--- src/rtl/pb_eject_error_sink.sv ---
// pb_eject_error_sink: terminates the Eject port of a dummy NoC tile router.
// It takes every ejected AW/W/AR flit and answers each AXI transaction with
// an error response (a single B, or an R burst of zero data). Stray traffic
// to an unpopulated tile therefore completes and does not stall the mesh.
// Optional build macro: PB_EJECT_ERR_CNT_EN adds a saturating count of
// completed error transactions and the source node of the most recent one.
module pb_eject_error_sink #(
  parameter int          IdWidth   = 4,
  parameter int          NodeIdW   = 6,
  parameter int          DataWidth = 64,
  parameter logic [1:0]  RespCode  = 2'b11
) (
  input  logic                 clk_i,
  input  logic                 rst_ni,
  input  logic                 req_valid_i,
  output logic                 req_ready_o,
  input  logic [1:0]           req_type_i,
  input  logic [IdWidth-1:0]   req_axi_id_i,
  input  logic [NodeIdW-1:0]   req_src_id_i,
  input  logic [7:0]           req_len_i,
  input  logic                 req_last_i,
  output logic                 rsp_valid_o,
  input  logic                 rsp_ready_i,
  output logic                 rsp_type_o,
  output logic [IdWidth-1:0]   rsp_axi_id_o,
  output logic [NodeIdW-1:0]   rsp_dst_id_o,
  output logic [1:0]           rsp_resp_o,
  output logic                 rsp_last_o,
  output logic [DataWidth-1:0] rsp_data_o,
  output logic                 orphan_w_o
`ifdef PB_EJECT_ERR_CNT_EN
  ,
  output logic [15:0]          err_cnt_o,
  output logic [NodeIdW-1:0]   last_src_o
`endif
);

  typedef enum logic [1:0] {
    IDLE    = 2'd0,
    W_DRAIN = 2'd1,
    B_SEND  = 2'd2,
    R_SEND  = 2'd3
  } state_t;

  localparam logic [1:0] TypeAw = 2'd0;
  localparam logic [1:0] TypeW  = 2'd1;
  localparam logic [1:0] TypeAr = 2'd2;

  state_t               r_state;
  state_t               w_state_next;
  logic                 r_alive;
  logic                 w_ready;
  logic                 w_req_accept;
  logic                 w_rsp_hs;
  logic [7:0]           r_len;
  logic [7:0]           r_beat;
  logic                 r_rsp_valid;
  logic                 r_rsp_type;
  logic [IdWidth-1:0]   r_rsp_axi_id;
  logic [NodeIdW-1:0]   r_rsp_dst_id;
  logic [1:0]           r_rsp_resp;
  logic                 r_rsp_last;
  logic                 r_orphan_w;

  // Holds req_ready low until the first clock edge after reset release.
  always_ff @(posedge clk_i or negedge rst_ni) begin
    if (!rst_ni) r_alive <= 1'b0;
    else         r_alive <= 1'b1;
  end

  // State register; reset aborts any transaction in flight.
  always_ff @(posedge clk_i or negedge rst_ni) begin
    if (!rst_ni) r_state <= IDLE;
    else         r_state <= w_state_next;
  end

  // Next-state and request-ready decode; only one transaction is ever open.
  always_comb begin
    w_state_next = r_state;
    w_ready      = 1'b0;
    case (r_state)
      IDLE: begin
        w_ready = r_alive;
        if (r_alive && req_valid_i) begin
          if (req_type_i == TypeAw)      w_state_next = W_DRAIN;
          else if (req_type_i == TypeAr) w_state_next = R_SEND;
        end
      end
      W_DRAIN: begin
        w_ready = (req_type_i == TypeW);
        if (req_valid_i && (req_type_i == TypeW) && req_last_i) w_state_next = B_SEND;
      end
      B_SEND: begin
        if (rsp_ready_i) w_state_next = IDLE;
      end
      R_SEND: begin
        if (rsp_ready_i && r_rsp_last) w_state_next = IDLE;
      end
      default: w_state_next = IDLE;
    endcase
  end

  assign w_req_accept = req_valid_i & w_ready;
  assign w_rsp_hs     = r_rsp_valid & rsp_ready_i;

  // Response registers: loaded when a transaction opens, advanced per R beat.
  always_ff @(posedge clk_i or negedge rst_ni) begin
    if (!rst_ni) begin
      r_rsp_valid  <= 1'b0;
      r_rsp_type   <= 1'b0;
      r_rsp_axi_id <= '0;
      r_rsp_dst_id <= '0;
      r_rsp_resp   <= 2'b00;
      r_rsp_last   <= 1'b0;
      r_len        <= 8'd0;
      r_beat       <= 8'd0;
      r_orphan_w   <= 1'b0;
    end else begin
      r_rsp_valid <= (w_state_next == B_SEND) || (w_state_next == R_SEND);
      if ((r_state == IDLE) && w_req_accept) begin
        if (req_type_i == TypeAw) begin
          r_rsp_axi_id <= req_axi_id_i;
          r_rsp_dst_id <= req_src_id_i;
        end else if (req_type_i == TypeAr) begin
          r_rsp_axi_id <= req_axi_id_i;
          r_rsp_dst_id <= req_src_id_i;
          r_len        <= req_len_i;
          r_beat       <= 8'd0;
          r_rsp_type   <= 1'b1;
          r_rsp_resp   <= RespCode;
          r_rsp_last   <= (req_len_i == 8'd0);
        end else if (req_type_i == TypeW) begin
          r_orphan_w   <= 1'b1;
        end
      end
      if ((r_state == W_DRAIN) && w_req_accept && req_last_i) begin
        r_rsp_type <= 1'b0;
        r_rsp_resp <= RespCode;
        r_rsp_last <= 1'b1;
      end
      if ((r_state == R_SEND) && w_rsp_hs && !r_rsp_last) begin
        r_beat     <= r_beat + 8'd1;
        r_rsp_last <= ((r_beat + 8'd1) == r_len);
      end
    end
  end

  assign req_ready_o  = w_ready;
  assign rsp_valid_o  = r_rsp_valid;
  assign rsp_type_o   = r_rsp_type;
  assign rsp_axi_id_o = r_rsp_axi_id;
  assign rsp_dst_id_o = r_rsp_dst_id;
  assign rsp_resp_o   = r_rsp_resp;
  assign rsp_last_o   = r_rsp_last;
  assign rsp_data_o   = '0;
  assign orphan_w_o   = r_orphan_w;

`ifdef PB_EJECT_ERR_CNT_EN
  logic [15:0]        r_err_cnt;
  logic [NodeIdW-1:0] r_last_src;
  logic               w_done;

  assign w_done = w_rsp_hs & r_rsp_last;

  // Counts completed error transactions (saturating) and records their source.
  always_ff @(posedge clk_i or negedge rst_ni) begin
    if (!rst_ni) begin
      r_err_cnt  <= 16'd0;
      r_last_src <= '0;
    end else if (w_done) begin
      if (r_err_cnt != 16'hFFFF) r_err_cnt <= r_err_cnt + 16'd1;
      r_last_src <= r_rsp_dst_id;
    end
  end

  assign err_cnt_o  = r_err_cnt;
  assign last_src_o = r_last_src;
`endif

endmodule

--- config.mk ---
export PLATFORM = sky130hd
export DESIGN_NAME = pb_eject_error_sink
export DESIGN_NICKNAME = d
export VERILOG_FILES = /design/src/rtl/pb_eject_error_sink.sv
export SDC_FILE = /design/constraint.sdc
export NUM_CORES = 1
export LEC_CHECK = 0
export ABC_AREA = 1
export BUFFER_PORTS_ARGS = -buffer_cell sky130_fd_sc_hd__buf_2
export CAP_MARGIN = 20
export CORE_ASPECT_RATIO = 0.5
export CORE_UTILIZATION = 50
export DETAILED_ROUTE_END_ITERATION = 6
export PLACE_DENSITY = 0.9
export REMOVE_ABC_BUFFERS = 1
export SETUP_SLACK_MARGIN = 0.4
export SYNTH_ARGS = -nofsm -noshare
export SYNTH_HDL_FRONTEND = slang
export SYNTH_SLANG_ARGS = --single-unit
--- constraint.sdc ---
create_clock -name clk_i -period 3.69 [get_ports clk_i]
set_clock_uncertainty 0.15 [all_clocks]
set_input_delay 0.738 -clock clk_i [delete_from_list [all_inputs] [get_ports clk_i]]
set_output_delay 0.738 -clock clk_i [all_outputs]
set_load 0.02 [all_outputs]
==> flow_metrics.env <==
export IMPL_avgViaCountPerCell=4.592
export IMPL_cts_setup_buffers=0
export IMPL_finalSetupViolCount=0
export IMPL_clk_path_buf_depth=2
export IMPL_ir_drop_mv=0.4992
export IMPL_root_buffer="clkbuf_8"
export IMPL_ctsHtreeMaxLevel=2
export IMPL_fin_area_um2=2266
export IMPL_initial_core_util_pct=53.75
export IMPL_grt_pass1_vias=1504
export IMPL_drv_cap=0
export IMPL_slew_headroom_pct=51.12
export IMPL_drc=0
export IMPL_crit_path_end_kind="output pin"
export IMPL_cp_required_ns=2.80
export IMPL_worst_pin_slew_ns=0.7332
export IMPL_area_delta_synth_final_pct=5.291
export IMPL_drv_slew=0
export IMPL_fmax_mhz=442.6
export IMPL_max_stage_delay_ns=0.19
export IMPL_hpwlAfterDp_mm=3.119
export IMPL_dieArea_um2=4586
export IMPL_crit_slowest_cell="nor2_1"
export IMPL_nNetsFinal=339
export IMPL_worstPathCellList="buf_2 > inv_1 > nor2_1 > nand2_1 > nand2_1 > buf_2"
export IMPL_grt_ovfl_total=0
export IMPL_vias=1690
export IMPL_yosys_area_top_type_share_pct=38.37
export IMPL_grt_pass1_wl_mm=6.782
export IMPL_dpl_cell_area_um2=2151
export IMPL_grt_max_degree=34
export IMPL_ys_ff_latch=33
export IMPL_fp_row_count=16
export IMPL_synth_area_um2=2152
export IMPL_yosysSeqAreaShare_pct=38.37
export IMPL_drive_gt1_share_pct=21.97
export IMPL_ys_types=30
export IMPL_ctsResizeCount=0
export IMPL_cpLargestDelayFamily="simple AND/OR/NAND/NOR gates"
export IMPL_critPathLaunchType="primary input"
export IMPL_grt_use_total_pct=19.58
export IMPL_core_um2=4004
export IMPL_setup_ws_ns=1.431
export IMPL_rsz0062_at_grt="no"
export IMPL_crit_path_start="req_type_i[0]"
export IMPL_cts_hold_buffers=0
export IMPL_detail_route_wl_per_cell_um=11.32
export IMPL_place_inst=360
export IMPL_drt_wl_total_mm=4.164
export IMPL_power_leakage_nw=1.271
export IMPL_pwr_density_cell_nw_per_um2=757.3
export IMPL_tritoncts_num_buffers=5
export IMPL_clkLatencyLatePin_ns=0.30
export IMPL_critPathBufInv=3
export IMPL_setup_tns_ns=0
export IMPL_finalCritPeriodShare_pct=61.22
export IMPL_status="complete, no violations"
export IMPL_die_w_um=94.78
export IMPL_setup_worst_path_class="primary input to output pin"
export IMPL_syn_inst=271
export IMPL_io_buffers=41
export IMPL_crit_fanout=4
export IMPL_yosys_top_cells_area="dfrtp_1 (38%), buf_4 (23%), nand2_1 (12%)"
export IMPL_cts_tree="done"
export IMPL_cts_sinks=33
export IMPL_drt_initial_drc_count=163
export IMPL_hold_viol=0
export IMPL_synth_avg_cell_area_um2=7.941
export IMPL_gp_congestion=0.8312
export IMPL_dr_pass1_iters=4
export IMPL_fin_cells=368
export IMPL_clk_pin_slew_worst_paths_ns=0.08
export IMPL_drtAntennaViolNets=0
export IMPL_antenna_found_initial=0
export IMPL_netlist_top_cell_by_area="dfrtp_1"
export IMPL_hold_worst_slack_ns=0.3192
export IMPL_n_antenna_cell=0
export IMPL_yosysWarnings=0
export IMPL_min_delay_start="rsp_dst_id_o[4]$_DFFE_PN0P_"
export IMPL_crit_arrival_ns=1.37
export IMPL_hold_path_class="register to register"
export IMPL_dieHeight_um=48.39
export IMPL_pre_cts_slack_ns=1.153
export IMPL_min_period_ns=2.259
export IMPL_io_pins=106
[where the power goes]
group          total [mW]  internal, mW  leakage, nW  switching [mW]
Sequential          0.670         0.526        0.404           0.143
Clock               0.350         0.202       0.0543           0.148
Combinational       0.696         0.241        0.813           0.455
[per-layer routing]
| metal | up-vias | wire length, µm | GRT usage (%) | part of all wire [%] |
|---|---|---|---|---|
| met4 | 0 | 92 | 10.86 | 2.2 |
| met5 | - | 0 | 0 | 0 |
| met2 | 105 | 2023 | 32.37 | 49 |
| met3 | 11 | 338 | 5.503 | 8.1 |
| li1 | 809 | - | - | - |
| met1 | 765 | 1709 | 23.01 | 41 |
[stage by stage]
stage / total power [mW] / utilization (%)
after floorplan: 1.151 / -
after global placement: 1.318 / 53.72
after detailed placement: 1.362 / 53.72
after CTS: 1.714 / 56.59
after global routing: 1.833 / 56.59
final: 1.716 / 56.59
[registers in the layout, indices dropped and copies added, names as in the netlist, named ones only]
name,cells
orphan_w_o,1
rsp_resp_o,1
rsp_type_o,1
rsp_axi_id_o,4
r_len,8
r_state,1
r_beat,8
rsp_last_o,1
r_alive,1
rsp_dst_id_o,6
[area by class of cell]
cell class                      count  area, µm²
Inverter                           23      87.58
Sequential cell                    33      825.8
Multi-Input combinational cell    209      964.7
Clock buffer                        5      68.82
Timing Repair Buffer               41      205.2
Fill cell                         346       1738
Tap cell                           54      67.56
Clock inverter                      3      46.29
[layout by cell type (no fill, tap or decap), types with 2 or more instances in the layout]
| master | instances |
|---|---|
| o21ai_0 | 7 |
| nor3_1 | 2 |
| o22ai_1 | 4 |
| nand2_2 | 5 |
| nand3_1 | 18 |
| inv_1 | 19 |
| nand3_2 | 2 |
| inv_2 | 3 |
| nor2_2 | 2 |
| conb_1 | 65 |
| a21oi_1 | 5 |
| nand3b_1 | 2 |
| mux2_4 | 2 |
| nor2_1 | 13 |
| dfrtp_1 | 33 |
| buf_2 | 41 |
| clkbuf_8 | 5 |
| nand4_1 | 4 |
| nand2_1 | 68 |
[worst min-delay path, delay by kind of cell, from the launching register on]
kind	cells	cell delay, ns
flip-flops	1	0.34
AND/OR/NAND/NOR	2	0.11
[logic make-up after synthesis]
| family | count (synthesis) | share of synthesized area, % |
|---|---|---|
| flops | 33 | 38.37 |
| other cells | 2 | 0.3490 |
| compound gates | 19 | 4.941 |
| simple gates | 120 | 25.76 |
| fa+ha+maj | 1 | 0.5813 |
| xor+xnor | 2 | 0.8141 |
| buf+inv | 92 | 27.79 |
| mux | 2 | 1.395 |
[final timing paths]
check | end | slack [ns] | cells past startpoint
setup / recovery | req_ready_o | 1.43 | 6
hold / removal | rsp_dst_id_o[4]$_DFFE_PN0P_ | 0.32 | 2
setup reg to reg | r_beat[2]$_DFFE_PN0P_ | 1.49 | 6
hold reg to reg | rsp_dst_id_o[4]$_DFFE_PN0P_ | 0.32 | 2
max in group asynchronous | r_beat[6]$_DFFE_PN0P_ | 2.57 | 1
min in group asynchronous | rsp_dst_id_o[2]$_DFFE_PN0P_ | 0.35 | 1
[cell usage after synthesis]
cell	count
nand4_2	1
xor2_1	1
a21oi_1	5
or2_2	1
o21bai_1	1
ha_1	1
a21oi_2	1
nor2_1	13
nor3_1	2
nand2_1	68
nand3_1	18
nor2_4	1
nand3b_1	2
nor2_2	2
inv_2	3
clkinv_2	1
xnor2_1	1
buf_2	3
inv_1	19
mux2_4	2
dfrtp_1	33
buf_4	66
nor3_4	1
o21ai_0	7
o22ai_1	4
nand4_1	4
nand2_2	5
conb_1	2
nand3_2	2
o21ai_1	1
Power figures use the tool's default switching activity.
